**config.mk**
```make
export PLATFORM = sky130hd
export DESIGN_NAME = encoder
export DESIGN_NICKNAME = d
export VERILOG_FILES = /design/src/rtl/alu_pkg.sv /design/src/rtl/hex2ascii.sv /design/src/rtl/encoder.sv
export SDC_FILE = /design/constraint.sdc
export NUM_CORES = 1
export LEC_CHECK = 0
export BUFFER_PORTS_ARGS = -buffer_cell sky130_fd_sc_hd__buf_4
export CAP_MARGIN = 20
export CELL_PAD_IN_SITES_DETAIL_PLACEMENT = 1
export CELL_PAD_IN_SITES_GLOBAL_PLACEMENT = 1
export CORE_UTILIZATION = 35
export CTS_BUF_LIST = sky130_fd_sc_hd__clkbuf_4
export DETAILED_ROUTE_END_ITERATION = 8
export GPL_ROUTABILITY_DRIVEN = 0
export GPL_TIMING_DRIVEN = 0
export PLACE_DENSITY_LB_ADDON = 0.15
export SLEW_MARGIN = 20
export SYNTH_ARGS = -nofsm -noshare
export SYNTH_HDL_FRONTEND = slang
export SYNTH_SLANG_ARGS = --single-unit
export TNS_END_PERCENT = 50
```
**constraint.sdc**
```tcl
create_clock -name clk -period 9 [get_ports clk]
set_input_delay 1.8 -clock clk [delete_from_list [all_inputs] [get_ports clk]]
set_output_delay 1.8 -clock clk [all_outputs]
set_load 0.02 [all_outputs]
```
**src/rtl/alu_pkg.sv**
```systemverilog
// Shared ALU text constants and the encoder FSM type, common to the encoder and the decoder.
package alu_pkg;

  localparam logic [7:0] ASCII_CR    = 8'h0D;
  localparam logic [7:0] ASCII_LF    = 8'h0A;
  localparam logic [7:0] ASCII_MINUS = 8'h2D;
  localparam logic [7:0] ASCII_E     = 8'h45;
  localparam logic [7:0] ASCII_R     = 8'h52;
  localparam logic [7:0] ASCII_0     = 8'h30;
  localparam logic [7:0] ASCII_A     = 8'h41;

  localparam logic [3:0] DT_I = 4'b1000;
  localparam logic [3:0] DT_F = 4'b0100;
  localparam logic [3:0] DT_U = 4'b0010;
  localparam logic [3:0] DT_S = 4'b0001;

  typedef enum logic {
    ENC_IDLE = 1'b0,
    ENC_SEND = 1'b1
  } enc_state_e;

endpackage

```
**src/rtl/hex2ascii.sv**
```systemverilog
// Combinational nibble to uppercase ASCII hex digit.
module hex2ascii
  import alu_pkg::*;
(
  input  logic [3:0] nibble,
  output logic [7:0] ascii
);

  always_comb begin
    if (nibble < 4'd10) begin
      ascii = ASCII_0 + {4'b0000, nibble};
    end else begin
      ascii = ASCII_A + {4'b0000, nibble - 4'd10};
    end
  end

endmodule

```
**src/rtl/encoder.sv**
```systemverilog
// Formats a latched 16-bit ALU result as an ASCII hex line and streams it
// over a valid/ready byte interface to the UART transmitter.
module encoder
  import alu_pkg::*;
#(
  parameter bit LZ_SUPPRESS = 1'b1,
  parameter bit EOL_LF      = 1'b1
) (
  input  logic        clk,
  input  logic        n_rst,
  input  logic        start,
  input  logic [15:0] result,
  input  logic [3:0]  data_type,
  input  logic        err,
  output logic [7:0]  tx_data,
  output logic        tx_valid,
  input  logic        tx_ready,
  output logic        busy,
  output logic        done
);

  localparam logic [2:0] EOL_BYTES = EOL_LF ? 3'd2 : 3'd1;

  enc_state_e  state_q, state_d;
  logic [2:0]  idx_q, idx_d;
  logic        neg_q, neg_d;
  logic        err_q, err_d;
  logic [15:0] mag_q, mag_d;
  logic [2:0]  ndig_q, ndig_d;
  logic [2:0]  len_q, len_d;
  logic [7:0]  last_q, last_d;
  logic        done_q, done_d;

  logic        lat_neg;
  logic [15:0] lat_mag;
  logic [2:0]  lat_ndig;
  logic [2:0]  lat_len;

  logic [2:0]  pos;
  logic [1:0]  nib_sel;
  logic [3:0]  nibble;
  logic [7:0]  hex_char;
  logic [7:0]  cur_byte;
  logic        last_byte;

  // Everything the byte sequencer needs is derived once here, at start-latch.
  // For an error message the three letters occupy the digit slots.
  always_comb begin
    lat_neg  = ~err & ((data_type & DT_S) != 4'b0000) & result[15];
    lat_mag  = lat_neg ? (~result + 16'd1) : result;
    lat_ndig = 3'd4;
    if (err) begin
      lat_mag  = 16'h0000;
      lat_ndig = 3'd3;
    end else if (LZ_SUPPRESS) begin
      if (lat_mag[15:12] != 4'h0)     lat_ndig = 3'd4;
      else if (lat_mag[11:8] != 4'h0) lat_ndig = 3'd3;
      else if (lat_mag[7:4] != 4'h0)  lat_ndig = 3'd2;
      else                            lat_ndig = 3'd1;
    end
    lat_len = {2'b00, lat_neg} + lat_ndig + EOL_BYTES;
  end

  always_comb begin
    pos     = idx_q - {2'b00, neg_q};
    nib_sel = 2'(ndig_q - 3'd1 - pos);
    case (nib_sel)
      2'd0:    nibble = mag_q[3:0];
      2'd1:    nibble = mag_q[7:4];
      2'd2:    nibble = mag_q[11:8];
      default: nibble = mag_q[15:12];
    endcase
  end

  hex2ascii u_hex2ascii (
    .nibble (nibble),
    .ascii  (hex_char)
  );

  always_comb begin
    if (neg_q && (idx_q == 3'd0)) begin
      cur_byte = ASCII_MINUS;
    end else if (pos < ndig_q) begin
      if (err_q) cur_byte = (pos == 3'd0) ? ASCII_E : ASCII_R;
      else       cur_byte = hex_char;
    end else if (pos == ndig_q) begin
      cur_byte = ASCII_CR;
    end else begin
      cur_byte = ASCII_LF;
    end
    last_byte = (idx_q == (len_q - 3'd1));
  end

  always_comb begin
    state_d = state_q;
    idx_d   = idx_q;
    neg_d   = neg_q;
    err_d   = err_q;
    mag_d   = mag_q;
    ndig_d  = ndig_q;
    len_d   = len_q;
    last_d  = last_q;
    done_d  = 1'b0;
    case (state_q)
      ENC_IDLE: begin
        if (start) begin
          state_d = ENC_SEND;
          idx_d   = 3'd0;
          neg_d   = lat_neg;
          err_d   = err;
          mag_d   = lat_mag;
          ndig_d  = lat_ndig;
          len_d   = lat_len;
        end
      end
      ENC_SEND: begin
        if (tx_ready) begin
          last_d = cur_byte;
          if (last_byte) begin
            state_d = ENC_IDLE;
            idx_d   = 3'd0;
            done_d  = 1'b1;
          end else begin
            idx_d = idx_q + 3'd1;
          end
        end
      end
      default: state_d = ENC_IDLE;
    endcase
  end

  always_ff @(posedge clk or negedge n_rst) begin
    if (!n_rst) begin
      state_q <= ENC_IDLE;
      idx_q   <= 3'd0;
      neg_q   <= 1'b0;
      err_q   <= 1'b0;
      mag_q   <= 16'h0000;
      ndig_q  <= 3'd0;
      len_q   <= 3'd0;
      last_q  <= 8'h00;
      done_q  <= 1'b0;
    end else begin
      state_q <= state_d;
      idx_q   <= idx_d;
      neg_q   <= neg_d;
      err_q   <= err_d;
      mag_q   <= mag_d;
      ndig_q  <= ndig_d;
      len_q   <= len_d;
      last_q  <= last_d;
      done_q  <= done_d;
    end
  end

  // Outside a message the line shows the last byte sent (0x00 after reset).
  assign tx_valid = (state_q == ENC_SEND);
  assign busy     = (state_q == ENC_SEND);
  assign tx_data  = (state_q == ENC_SEND) ? cur_byte : last_q;
  assign done     = done_q;

endmodule

```
=== Word level (Yosys, flattened, before mapping) ===
Cells that the tools add are included.
W data, S select, Z words.

* Output and inout bits: 11
* Word-level logic and storage cells: 68
* Register bits: 37
* Input port bits: 25

* Magnitude comparators: 2
* Reductions and logical operators: 10
* $add $sub $neg: 11
* Mux-type cells: 25
* Equal/unequal tests: 6
* Bitwise gates (word level): 5

{| class="wikitable"
|+ Operator list
! operator !! count
|-
| $mux W8 || 5
|-
| $mux W16 || 2
|-
| $mux W3 || 6
|-
| $add A16 B1 Y16 const B || 1
|-
| $not A16 Y16 || 1
|-
| $pmux W4 S3 || 1
|-
| $reduce_bool A4 Y1 || 3
|-
| $add A7 B4 Y8 const A || 1
|-
| $add A6 B4 Y7 const A || 1
|-
| $eq A3 B3 Y1 || 2
|-
| $logic_not A3 Y1 || 2
|-
| $mux W1 || 6
|-
| $pmux W3 S2 || 1
|-
| $reduce_and A2 Y1 || 3
|-
| $mux W5 || 1
|-
| $lt A4 B4 Y1 const B || 1
|-
| $mux W2 || 2
|-
| $ne A2 B2 Y1 const B || 2
|-
| $sub A4 B4 Y4 const B || 1
|-
| $add A1 B3 Y3 || 1
|-
| $add A3 B1 Y3 const B || 1
|-
| $add A3 B2 Y3 const B || 1
|-
| $lt A3 B3 Y1 || 1
|-
| $sub A3 B1 Y3 || 1
|-
| other kinds (10) || 12
|}

=== Longest topological paths before layout ===
* Depth after elaboration: 11
* Gate-level depth with buffers: 13

=== By module ===
From an unflattened synthesis, not the netlist that was laid out.

* Cells, all modules: 303
* Area, all modules: 2650.0 µm²

{| class="wikitable"
|+ Modules (own cells, without submodules)
! module !! instances !! cells each !! sequential area each (µm²) !! area an instance (µm²)
|-
| encoder || 1 || 283 || 925.9 || 2514.9
|-
| hex2ascii || 1 || 20 || 0.0 || 135.1
|}

=== Worst setup path after synthesis ===
Ideal clock, no wire load.

* Path type: register to output
* From: reg idx_q[0]
* To: out tx_data[2]
* Buffers on the path: 0
* Arrival time: 3.409 ns
* Required time: 7.200 ns
* Setup slack: 3.791 ns
* Cell stages (with the launch flop): 14
* Cell sequence: dfrtp_1 > inv_1 > ha_1 > ha_1 > inv_1 > ha_1 > xnor2_2 > mux4_2 > inv_1 > ha_1 > xor2_1 > a211oi_1 > o21ai_0 > a31oi_1

* Longest elaborated chain between the ends: 11

{| class="wikitable"
|+ Ends and longest elaborated chain
! element !! line !! text
|-
| from (decl) || encoder.sv:25 || <nowiki>logic [2:0] idx_q, idx_d;</nowiki>
|-
| from (signal assigned) || encoder.sv:145 || <nowiki>idx_q <= idx_d;</nowiki>
|-
| $sub A3 B1 Y3 || encoder.sv:65 || <nowiki>pos = idx_q - {2'b00, neg_q};</nowiki>
|-
| $sub A2 B2 Y2 || encoder.sv:66 || <nowiki>nib_sel = 2'(ndig_q - 3'd1 - pos);</nowiki>
|-
| $eq A2 B2 Y1, or another cell as far along || encoder.sv:67 || <nowiki>case (nib_sel)</nowiki>
|-
| $pmux W4 S3 || encoder.sv:67 ||
|-
| $sub A4 B4 Y4 || hex2ascii.sv:13 || <nowiki>ascii = ASCII_A + {4'b0000, nibble - 4'd10};</nowiki>
|-
| $add A7 B4 Y8 || hex2ascii.sv:13 ||
|-
| $mux W8 || hex2ascii.sv:10 || <nowiki>if (nibble < 4'd10) begin</nowiki>
|-
| $mux W8 || encoder.sv:84 || <nowiki>if (err_q) cur_byte = (pos == 3'd0) ? ASCII_E : ASCII_R;</nowiki>
|-
| $mux W8 || encoder.sv:83 || <nowiki>end else if (pos < ndig_q) begin</nowiki>
|-
| $mux W8 (*) || encoder.sv:81 || <nowiki>if (neg_q && (idx_q == 3'd0)) begin</nowiki>
|-
| $mux W8 (*) || encoder.sv:159 || <nowiki>assign tx_data = (state_q == ENC_SEND) ? cur_byte : last_q;</nowiki>
|-
| to (decl) || encoder.sv:15 || <nowiki>output logic [7:0] tx_data,</nowiki>
|}

Mark *: on every way between the ends. The rest lies on a longest branch, timed or not.

=== Worst setup path after layout ===
* From: reg idx_q[0]
* To: out tx_data[4]

Same word-level chain as after synthesis.

==> metrics.txt <==
syn_nets 332; endpoint class of the critical path primary output; Routed Antenna Nets 0; # setup viols final 0; Max-Cap Viols 0; CTS H-tree depth 2; row count 31; WP data arrival 3.99 ns; Switching Power 0.554 mW; Die Height 88.5 um; Final period util 64.3%; switching part of the total power 46.9%; clk root buf clkbuf_4; Final nets 364; Ys Warns 0; min cycle time layout 5.79 ns; clock sinks 36; number of enable flip-flop cells after synthesis 0; Synth-to-Final Area Change 13.6%; Mapped Cells 293; Non-Filler Instances 424; cts bufs inserted 5; mapped cell area 2620 um^2; Req. time, crit path 7.20 ns; synthesized area per cell 8.94 um^2; Synth cell types 60; Worst setup SP type flop; Resized Gates After CTS 0; smallest hold slack 0.491 ns; port bufs 25; final hold violation count 0; hold crit path type reg -> reg; Worst-path clk slew 0.11 ns; core footprint 7250 um^2; Final Skew 0.00774 ns; die area 7840 um^2; Overall Power 1.18 mW; Via Count 2212; # diodes 0; Slew HR 62.0%; Tot GR Track Use 18.6%; setup TNS 0 ns; final core occ 41.0%; DRC Markers 0; Least-Margin Pin Slew 0.570 ns; RSZ-0062 raised after global routing false; static leakage 1.31 nW; CP max FO 4; routed vias/inst 5.22; DRT Pass-1 Iters 4; CTS tree done; Final HPWL DP 5.14 mm; Setup Buffers After CTS 0; status completed; fin. max-slew vios 0; Reg power frac 23.0%; #FFs+latches synth 36; cts hold-fix bufs 0; clock group share of total power 6.8%; Gate power share 70.2%; kind of critical path reg -> out; worst-skew pair later-pin latency 0.33 ns; first-pass GRT wire length 11.0 mm; clk buf depth 2; I/O pin total 36; Fmax 0.173 GHz; initial DRC count 32; die width 88.5 um; vias in the first global route 2289; highest ir drop seen on vdd 0.124 mV; PD cells 397 nW/um^2; dpl cells 417; Seq/Total Area, Yosys 34.4%; Routed WL 6.52 mm; routed wire length per instance 15.4 um; ys flop type dfrtp_1; Starting Density 36.1%; layout cell share with drive strength beyond 1 17.2%; Internal 0.627 mW; post-synthesis async set-or-reset flop share 100%; initial antenna violation count 0; gr ovfl total 0; largest net degree at the start of global routing 37
metrics by stage:
| stage | setup WS (ns) | cell area, um^2 |
|---|---|---|
| after floorplan | 3.79 | 2620 |
| after global placement | 3.58 | 2930 |
| after detailed placement | 3.56 | 2930 |
| after CTS | 3.12 | 2980 |
| after global routing | 2.87 | 2980 |
| final | 3.21 | 2980 |
sequential cells by signal, indices dropped and copies added (netlist names):
register and flops:
mag_q 16, last_q 7, done 1, neg_q 1, ndig_q 3, busy 1
idx_q 3, len_q 3, err_q 1
Yosys cell counts (3+ instances only):
master / n / area [um^2]
xor2_1: 7 / 61.3
ha_1: 14 / 175
inv_1: 18 / 67.6
o31ai_1: 4 / 30.0
clkbuf_1: 10 / 37.5
and3_1: 3 / 18.8
o21ai_0: 22 / 110
xnor2_1: 11 / 96.3
nor2b_1: 4 / 25.0
dfrtp_1: 36 / 901
nand2b_1: 4 / 25.0
mux2_2: 5 / 56.3
nand3b_1: 3 / 22.5
nand2_1: 31 / 116
nor2_1: 25 / 93.8
mux2i_1: 3 / 30.0
o21ai_1: 4 / 20.0
a21oi_1: 14 / 70.1
a31oi_1: 7 / 43.8
nand4_1: 3 / 18.8
and2_1: 6 / 37.5
nor3_1: 5 / 25.0
mux4_2: 4 / 90.1
cell type report:
class / count / area, um^2
Inverter: 19 / 71.3
Sequential cell: 36 / 901
Clock buffer: 5 / 37.5
Buffer: 17 / 81.3
Multi-Input combinational cell: 221 / 1570
Timing Repair Buffer: 25 / 188
Fill cell: 897 / 4280
Tap cell: 99 / 124
Clock inverter: 2 / 7.51
path summary, 6_finish.rpt:
path | start | end | slack (ns) | depth (start not counted)
setup / recovery | idx_q[0]$_DFFE_PN0P_ | tx_data[4] | 3.21 | 13
hold / removal | mag_q[6]$_DFFE_PN0P_ | mag_q[6]$_DFFE_PN0P_ | 0.49 | 2
setup reg to reg | idx_q[0]$_DFFE_PN0P_ | last_q[4]$_DFFE_PN0P_ | 5.43 | 12
hold reg to reg | mag_q[6]$_DFFE_PN0P_ | mag_q[6]$_DFFE_PN0P_ | 0.49 | 2
max in group asynchronous | n_rst | last_q[2]$_DFFE_PN0P_ | 7.26 | 1
min in group asynchronous | n_rst | idx_q[2]$_DFFE_PN0P_ | 1.41 | 1
worst max-delay path, cell delays in order (launching register included):
cell and delay (ns):
dfrtp_1 0.40, inv_1 0.10, ha_1 0.20, ha_1 0.29, inv_1 0.05, ha_1 0.33, xnor2_2 0.35, mux4_2 0.62
inv_1 0.15, ha_1 0.27, nand3b_1 0.16, a311oi_1 0.37, mux2_2 0.23, buf_4 0.13
kinds of logic (layout without fill, tap and decap cells):
| kind of cell | after synthesis | in the layout | share of synthesized area (%) |
|---|---|---|---|
| mux | 14 | 14 | 7.59 |
| fa+ha+maj | 14 | 14 | 6.69 |
| compound gates | 71 | 71 | 18.1 |
| other cells | 1 | 1 | 0.143 |
| xor+xnor | 19 | 19 | 6.64 |
| buf+inv | 36 | 68 | 5.83 |
| simple gates | 102 | 102 | 20.7 |
| flops | 36 | 36 | 34.4 |
routing by layer:
layer,track usage [%],wire (um),vias up
met3,2.61,153,9
met5,0,0,-
met4,5.57,111,0
li1,-,-,1101
met1,22.0,2950,1062
met2,34.7,3300,40
power by group through the flow:
stage	Clock, mW	Combinational, mW	Sequential (mW)
after floorplan	0	0.608	0.265
after global placement	0	0.817	0.274
after detailed placement	0	0.835	0.277
after CTS	0.0853	0.841	0.273
after global routing	0.0898	0.936	0.283
final	0.0799	0.829	0.272
cell usage in the layout, fill, tap and decap left out, types with 6 or more instances in the layout:
master    count
a21oi_1      14
a31oi_1       7
and2_1        6
buf_4        27
clkbuf_1     10
dfrtp_1      36
ha_1         14
inv_1        18
nand2_1      31
nor2_1       25
o21ai_0      22
xnor2_1      11
xor2_1        7
Power figures use the tool's default switching activity.
